===== src/rtl/path_accum_filter.sv =====
// Windowed, saturating accumulator of path counts from request lanes whose node matches a latched target.
// The result is held on a valid/ready handshake until downstream accepts it.
module path_accum_filter #(
    parameter int NUM_REQ       = 8,
    parameter int PAYLOAD_WIDTH = 16,
    parameter int NODE_WIDTH    = 12,
    parameter int ACC_WIDTH     = 32,
    parameter int CNT_WIDTH     = 16
) (
    input  logic                     i_clk,
    input  logic                     i_rst_n,
    input  logic                     i_start,
    input  logic [NODE_WIDTH-1:0]    i_target_node,
    input  logic [NUM_REQ-1:0]       i_req_vld,
    input  logic [PAYLOAD_WIDTH-1:0] i_req_paths   [NUM_REQ],
    input  logic [NODE_WIDTH-1:0]    i_req_nodenum [NUM_REQ],
    output logic                     o_req_rdy,
    input  logic                     i_done,
    output logic                     o_acc_vld,
    input  logic                     i_acc_rdy,
    output logic [ACC_WIDTH-1:0]     o_acc_paths,
    output logic [CNT_WIDTH-1:0]     o_acc_count,
    output logic                     o_acc_sat,
    output logic                     o_busy
);

    // Extended widths leave one spare bit above the larger operand so an overflow is always visible.
    localparam int SUM_W     = PAYLOAD_WIDTH + $clog2(NUM_REQ);
    localparam int ACC_EXT_W = ((SUM_W > ACC_WIDTH) ? SUM_W : ACC_WIDTH) + 1;
    localparam int POP_W     = $clog2(NUM_REQ + 1);
    localparam int CNT_EXT_W = ((POP_W > CNT_WIDTH) ? POP_W : CNT_WIDTH) + 1;

    typedef enum logic [1:0] {
        IDLE  = 2'd0,
        ACCUM = 2'd1,
        OUT   = 2'd2
    } state_e;

    state_e                 state_q,  state_d;
    logic [NODE_WIDTH-1:0]  target_q, target_d;
    logic [ACC_WIDTH-1:0]   paths_q,  paths_d;
    logic [CNT_WIDTH-1:0]   count_q,  count_d;
    logic                   sat_q,    sat_d;

    logic [ACC_EXT_W-1:0]   laneSum;
    logic [ACC_EXT_W-1:0]   pathsExt;
    logic [CNT_EXT_W-1:0]   laneCount;
    logic [CNT_EXT_W-1:0]   countExt;
    logic                   pathsOvf;
    logic                   countOvf;

    always_comb begin
        laneSum   = '0;
        laneCount = '0;
        for (int k = 0; k < NUM_REQ; k++) begin
            if (i_req_vld[k] && (i_req_nodenum[k] == target_q)) begin
                laneSum   = laneSum + ACC_EXT_W'(i_req_paths[k]);
                laneCount = laneCount + CNT_EXT_W'(1);
            end
        end
        pathsExt = ACC_EXT_W'(paths_q) + laneSum;
        countExt = CNT_EXT_W'(count_q) + laneCount;
        pathsOvf = |pathsExt[ACC_EXT_W-1:ACC_WIDTH];
        countOvf = |countExt[CNT_EXT_W-1:CNT_WIDTH];
    end

    // A start in ACCUM takes priority over a same-cycle done and discards that cycle's lanes.
    always_comb begin
        state_d  = state_q;
        target_d = target_q;
        paths_d  = paths_q;
        count_d  = count_q;
        sat_d    = sat_q;
        case (state_q)
            IDLE: begin
                if (i_start) begin
                    state_d  = ACCUM;
                    target_d = i_target_node;
                    paths_d  = '0;
                    count_d  = '0;
                    sat_d    = 1'b0;
                end
            end
            ACCUM: begin
                if (i_start) begin
                    target_d = i_target_node;
                    paths_d  = '0;
                    count_d  = '0;
                    sat_d    = 1'b0;
                end else begin
                    paths_d = pathsOvf ? '1 : pathsExt[ACC_WIDTH-1:0];
                    count_d = countOvf ? '1 : countExt[CNT_WIDTH-1:0];
                    sat_d   = sat_q | pathsOvf | countOvf;
                    if (i_done) begin
                        state_d = OUT;
                    end
                end
            end
            OUT: begin
                if (i_acc_rdy) begin
                    state_d = IDLE;
                end
            end
            default: begin
                state_d = IDLE;
            end
        endcase
    end

    always_ff @(posedge i_clk or negedge i_rst_n) begin
        if (!i_rst_n) begin
            state_q  <= IDLE;
            target_q <= '0;
            paths_q  <= '0;
            count_q  <= '0;
            sat_q    <= 1'b0;
        end else begin
            state_q  <= state_d;
            target_q <= target_d;
            paths_q  <= paths_d;
            count_q  <= count_d;
            sat_q    <= sat_d;
        end
    end

    assign o_req_rdy   = (state_q == ACCUM);
    assign o_acc_vld   = (state_q == OUT);
    assign o_busy      = (state_q != IDLE);
    assign o_acc_paths = paths_q;
    assign o_acc_count = count_q;
    assign o_acc_sat   = sat_q;

endmodule


===== config.mk =====
export PLATFORM = sky130hd
export DESIGN_NAME = path_accum_filter
export DESIGN_NICKNAME = d
export VERILOG_FILES = /design/src/rtl/path_accum_filter.sv
export SDC_FILE = /design/constraint.sdc
export NUM_CORES = 1
export LEC_CHECK = 0
export ABC_AREA = 1
export CORE_MARGIN = 5
export CORE_UTILIZATION = 40
export DETAILED_ROUTE_END_ITERATION = 16
export PLACE_DENSITY_LB_ADDON = 0.12
export SETUP_SLACK_MARGIN = 0.05
export SLEW_MARGIN = 10
export SYNTH_ARGS = -nofsm -noshare
export SYNTH_HDL_FRONTEND = slang
export SYNTH_SLANG_ARGS = --single-unit

===== constraint.sdc =====
create_clock -name i_clk -period 11 [get_ports i_clk]
set_input_delay 2.2 -clock i_clk [delete_from_list [all_inputs] [get_ports i_clk]]
set_output_delay 2.2 -clock i_clk [all_outputs]
set_load 0.005 [all_outputs]

==> key figures <==
Timing
  • F_max: 79.5 MHz
  • Setup violators final: 33
  • RSZ-0062 raised after global routing: yes
  • Tcrit/Tclk final: 1.14
  • Worst Skew: 0.00887 ns
  • Min setup slack post-route: -1.57 ns
  • Slew Viols, Final: 0
  • Rel. slew slack: 0.352
  • Fin. Hold Viols: 0
  • Setup TNS: -50.97 ns
  • Final worst path period need: 12.57 ns
  • Worst-Margin Slew: 0.947 ns

Placed design
  • Buffers on Ports: 300
  • GPL Wtd Cong: 0.984
  • Post-DP Area: 22600 um2
  • DP HPWL: 51.4 mm
  • Pre-CTS setup slack: -2.73 ns

Pwr
  • VDD IR max: 75.7 uV
  • Total Power: 1.19 mW
  • Cell Pwr Density: 46.0 nW/um2
  • Static leakage: 13.5 nW

Global route
  • Initial antenna violation count: 4
  • GRT overflow: 0
  • Maximum number of pins on one net before global-route repair: 64
  • First-pass GRT wire length: 101 mm
  • GRT Resource Usage Total: 0.302
  • Vias in the first global route: 20000

Job
  • Number of max-cap violations: 0

Floorplanning
  • Initial core utilization: 0.402
  • Die Footprint: 40600 um2
  • Row count: 70
  • Core area: 36400 um2
  • Die extent in y: 201 um
  • I/O pin total: 301
  • Die Wd: 201 um

Critical path
  • Crit-path most repeated cell: nand2_2
  • Worst Setup SP: i_req_nodenum[86]
  • Largest stage delay, worst path: 0.30 ns
  • WP data required: 11.26 ns
  • Worst EP arrival: 12.83 ns
  • CP max-delay cell: ha_1
  • CP max FO: 6
  • Type of the worst setup path: in2reg
  • Startpoint Class: primary input
  • Critical Path End Type: flip-flop
  • Reg2reg start: target_q[2]

Routing
  • Initial DRC Count: 1129
  • DRC: 0
  • Via count: 20400
  • DRT antenna net count: 0
  • Detailed Routing Iterations Pass 1: 6
  • Drt via density: 5.12
  • Routed wire per std cell: 16.4 um
  • Total Wirelength: 65.6 mm

Hold path
  • Hold Path Class: reg2reg
  • HP Start: state_q[0]

Synthesis
  • Mapped Cells: 2543
  • Ranking of synthesized cells by area: nand2_1, ha_1, dfrtp_1
  • Post-synthesis sequential area ratio: 0.108
  • Yosys top cell area share: 0.200
  • Mapped Avg Cell Area: 5.76 um2
  • Number of synthesized flops with an enable pin: 0
  • Yosys reg bits: 63
  • Synth cell types: 57
  • Synthesized cell area: 14700 um2
  • Ys async rst share: 1.00
  • Commonest register cell after synthesis: dfrtp_1
  • Number of warning messages in the yosys log: 0
  • Synth area leader: nand2_1

Finish
  • Fillers: 3126
  • Ratio of cells with drive above 1 in the final layout: 0.346
  • Final instance area: 25800 um2
  • Layout area overhead: 75.8%
  • Most common cell after layout, fill and taps aside: nand2_1
  • Commonest non-fill, non-tap cells in the layout: nand2_1, buf_4, inv_1
  • Register area: 1580 um2
  • Final net count: 3933
  • Final core occ: 0.707
  • Area occupied by multi-input gates: 13500 um2

Outcome
  • Status: finished with violations
  • Failing checks: negative setup slack

CTS
  • TritonCTS clock tree: yes
  • Clock Latency Late Sink: 0.35 ns
  • Root Driver: clkbuf_16
  • Hold-fix buffers, CTS: 0
  • H-Tree Depth: 3
  • Clock slew at reported path FFs: 0.06 ns
  • CTS Sinks: 63
  • Clock buffer depth: 2
  • TritonCTS buffer count: 9
-- critical path, delay by kind of cell --
family                   cells  cell delay (ns)
AND/OR/NAND/NOR             38             3.58
AO/OA/AOI/OAI               20             2.49
adder cells (fa/ha/maj)      8             2.14
buffers and inverters       17             1.62
XOR/XNOR                     4             0.74
-- per-stage QoR --
stage	hold slack, ns	instances
after floorplan	0.452	2547
after global placement	0.483	3806
after detailed placement	0.485	3806
after CTS	0.504	3946
after global routing	0.530	3991
final	0.495	3991
-- report_power, final --
group	total, mW	switching (mW)	leakage, nW	internal, mW
Combinational	0.615	0.315	12.5	0.300
Clock	0.314	0.115	0.154	0.199
Sequential	0.256	0.0129	0.852	0.243
-- sequential cells by signal, indices dropped and copies added (netlist names) --
register,flops
o_acc_count,16
o_acc_paths,32
o_acc_sat,1
state_q,2
target_q,12
-- cell type report --
type / count / share of cell area
multi-input cells: 2067 / 0.522
repair buffers: 1006 / 0.326
flip-flops and latches: 63 / 0.0612
inverters: 370 / 0.0552
well taps: 468 / 0.0227
clock buffers: 13 / 0.0109
clock inverters: 2 / 0.00146
diodes: 2 / 0.000194
-- final timing paths --
kind | to | slack [ns] | cells after the start
worst max-delay path | o_acc_paths[26] | -1.57 | 87
worst min-delay path | state_q[1] | 0.49 | 1
worst max register to register | o_acc_paths[26] | -0.11 | 87
worst min register to register | state_q[1] | 0.49 | 1
max in group asynchronous | o_acc_count[13] | 8.35 | 2
min in group asynchronous | o_acc_paths[8] | 2.04 | 2
-- synthesized netlist by cell type (7+ instances only) --
cell type / n
a21oi_1: 180
o21ai_0: 171
inv_1: 347
nor4_1: 15
dfrtp_1: 63
a21boi_0: 7
a21o_1: 7
nand2_2: 23
nor2_2: 14
o21ai_2: 11
buf_6: 9
nand4_1: 44
o211ai_1: 7
o21ai_1: 24
xor2_1: 54
xnor2_1: 44
o21bai_1: 10
nand3_1: 140
clkbuf_1: 20
or2_2: 35
nor2_4: 9
buf_2: 7
fa_1: 9
nand3b_1: 11
and2_1: 16
ha_1: 158
inv_2: 16
nand2_1: 780
nor3_1: 43
a31oi_1: 8
o22ai_1: 9
nor2_1: 190
-- repair_timing --
action                     CTS  global route
hold endpoints to repair     0             0
resized for setup          202           226
pin swaps                  111           190
setup endpoints to repair   33            33
buffers inserted           125            43
gates cloned                 0             2
-- metal layers --
layer  track usage  vias to the layer above  wire, um
li1              -                    10200         -
met1         0.380                     9401     27800
met2         0.526                      685     31300
met3        0.0564                      136      4130
met4        0.0903                        2      2260
met5             0                        -        20
-- cells by family after synthesis --
| logic type | share of synthesized area |
|---|---|
| and+or+nand+nor | 0.398 |
| buffers and inverters | 0.115 |
| muxes | 0.000683 |
| adders and majority gates | 0.147 |
| DFF | 0.108 |
| other | 0.000256 |
| AOI/OAI and AO/OA | 0.169 |
| xor gates and xnor gates | 0.0627 |
Note: power is estimated with default switching activity, not from simulation.
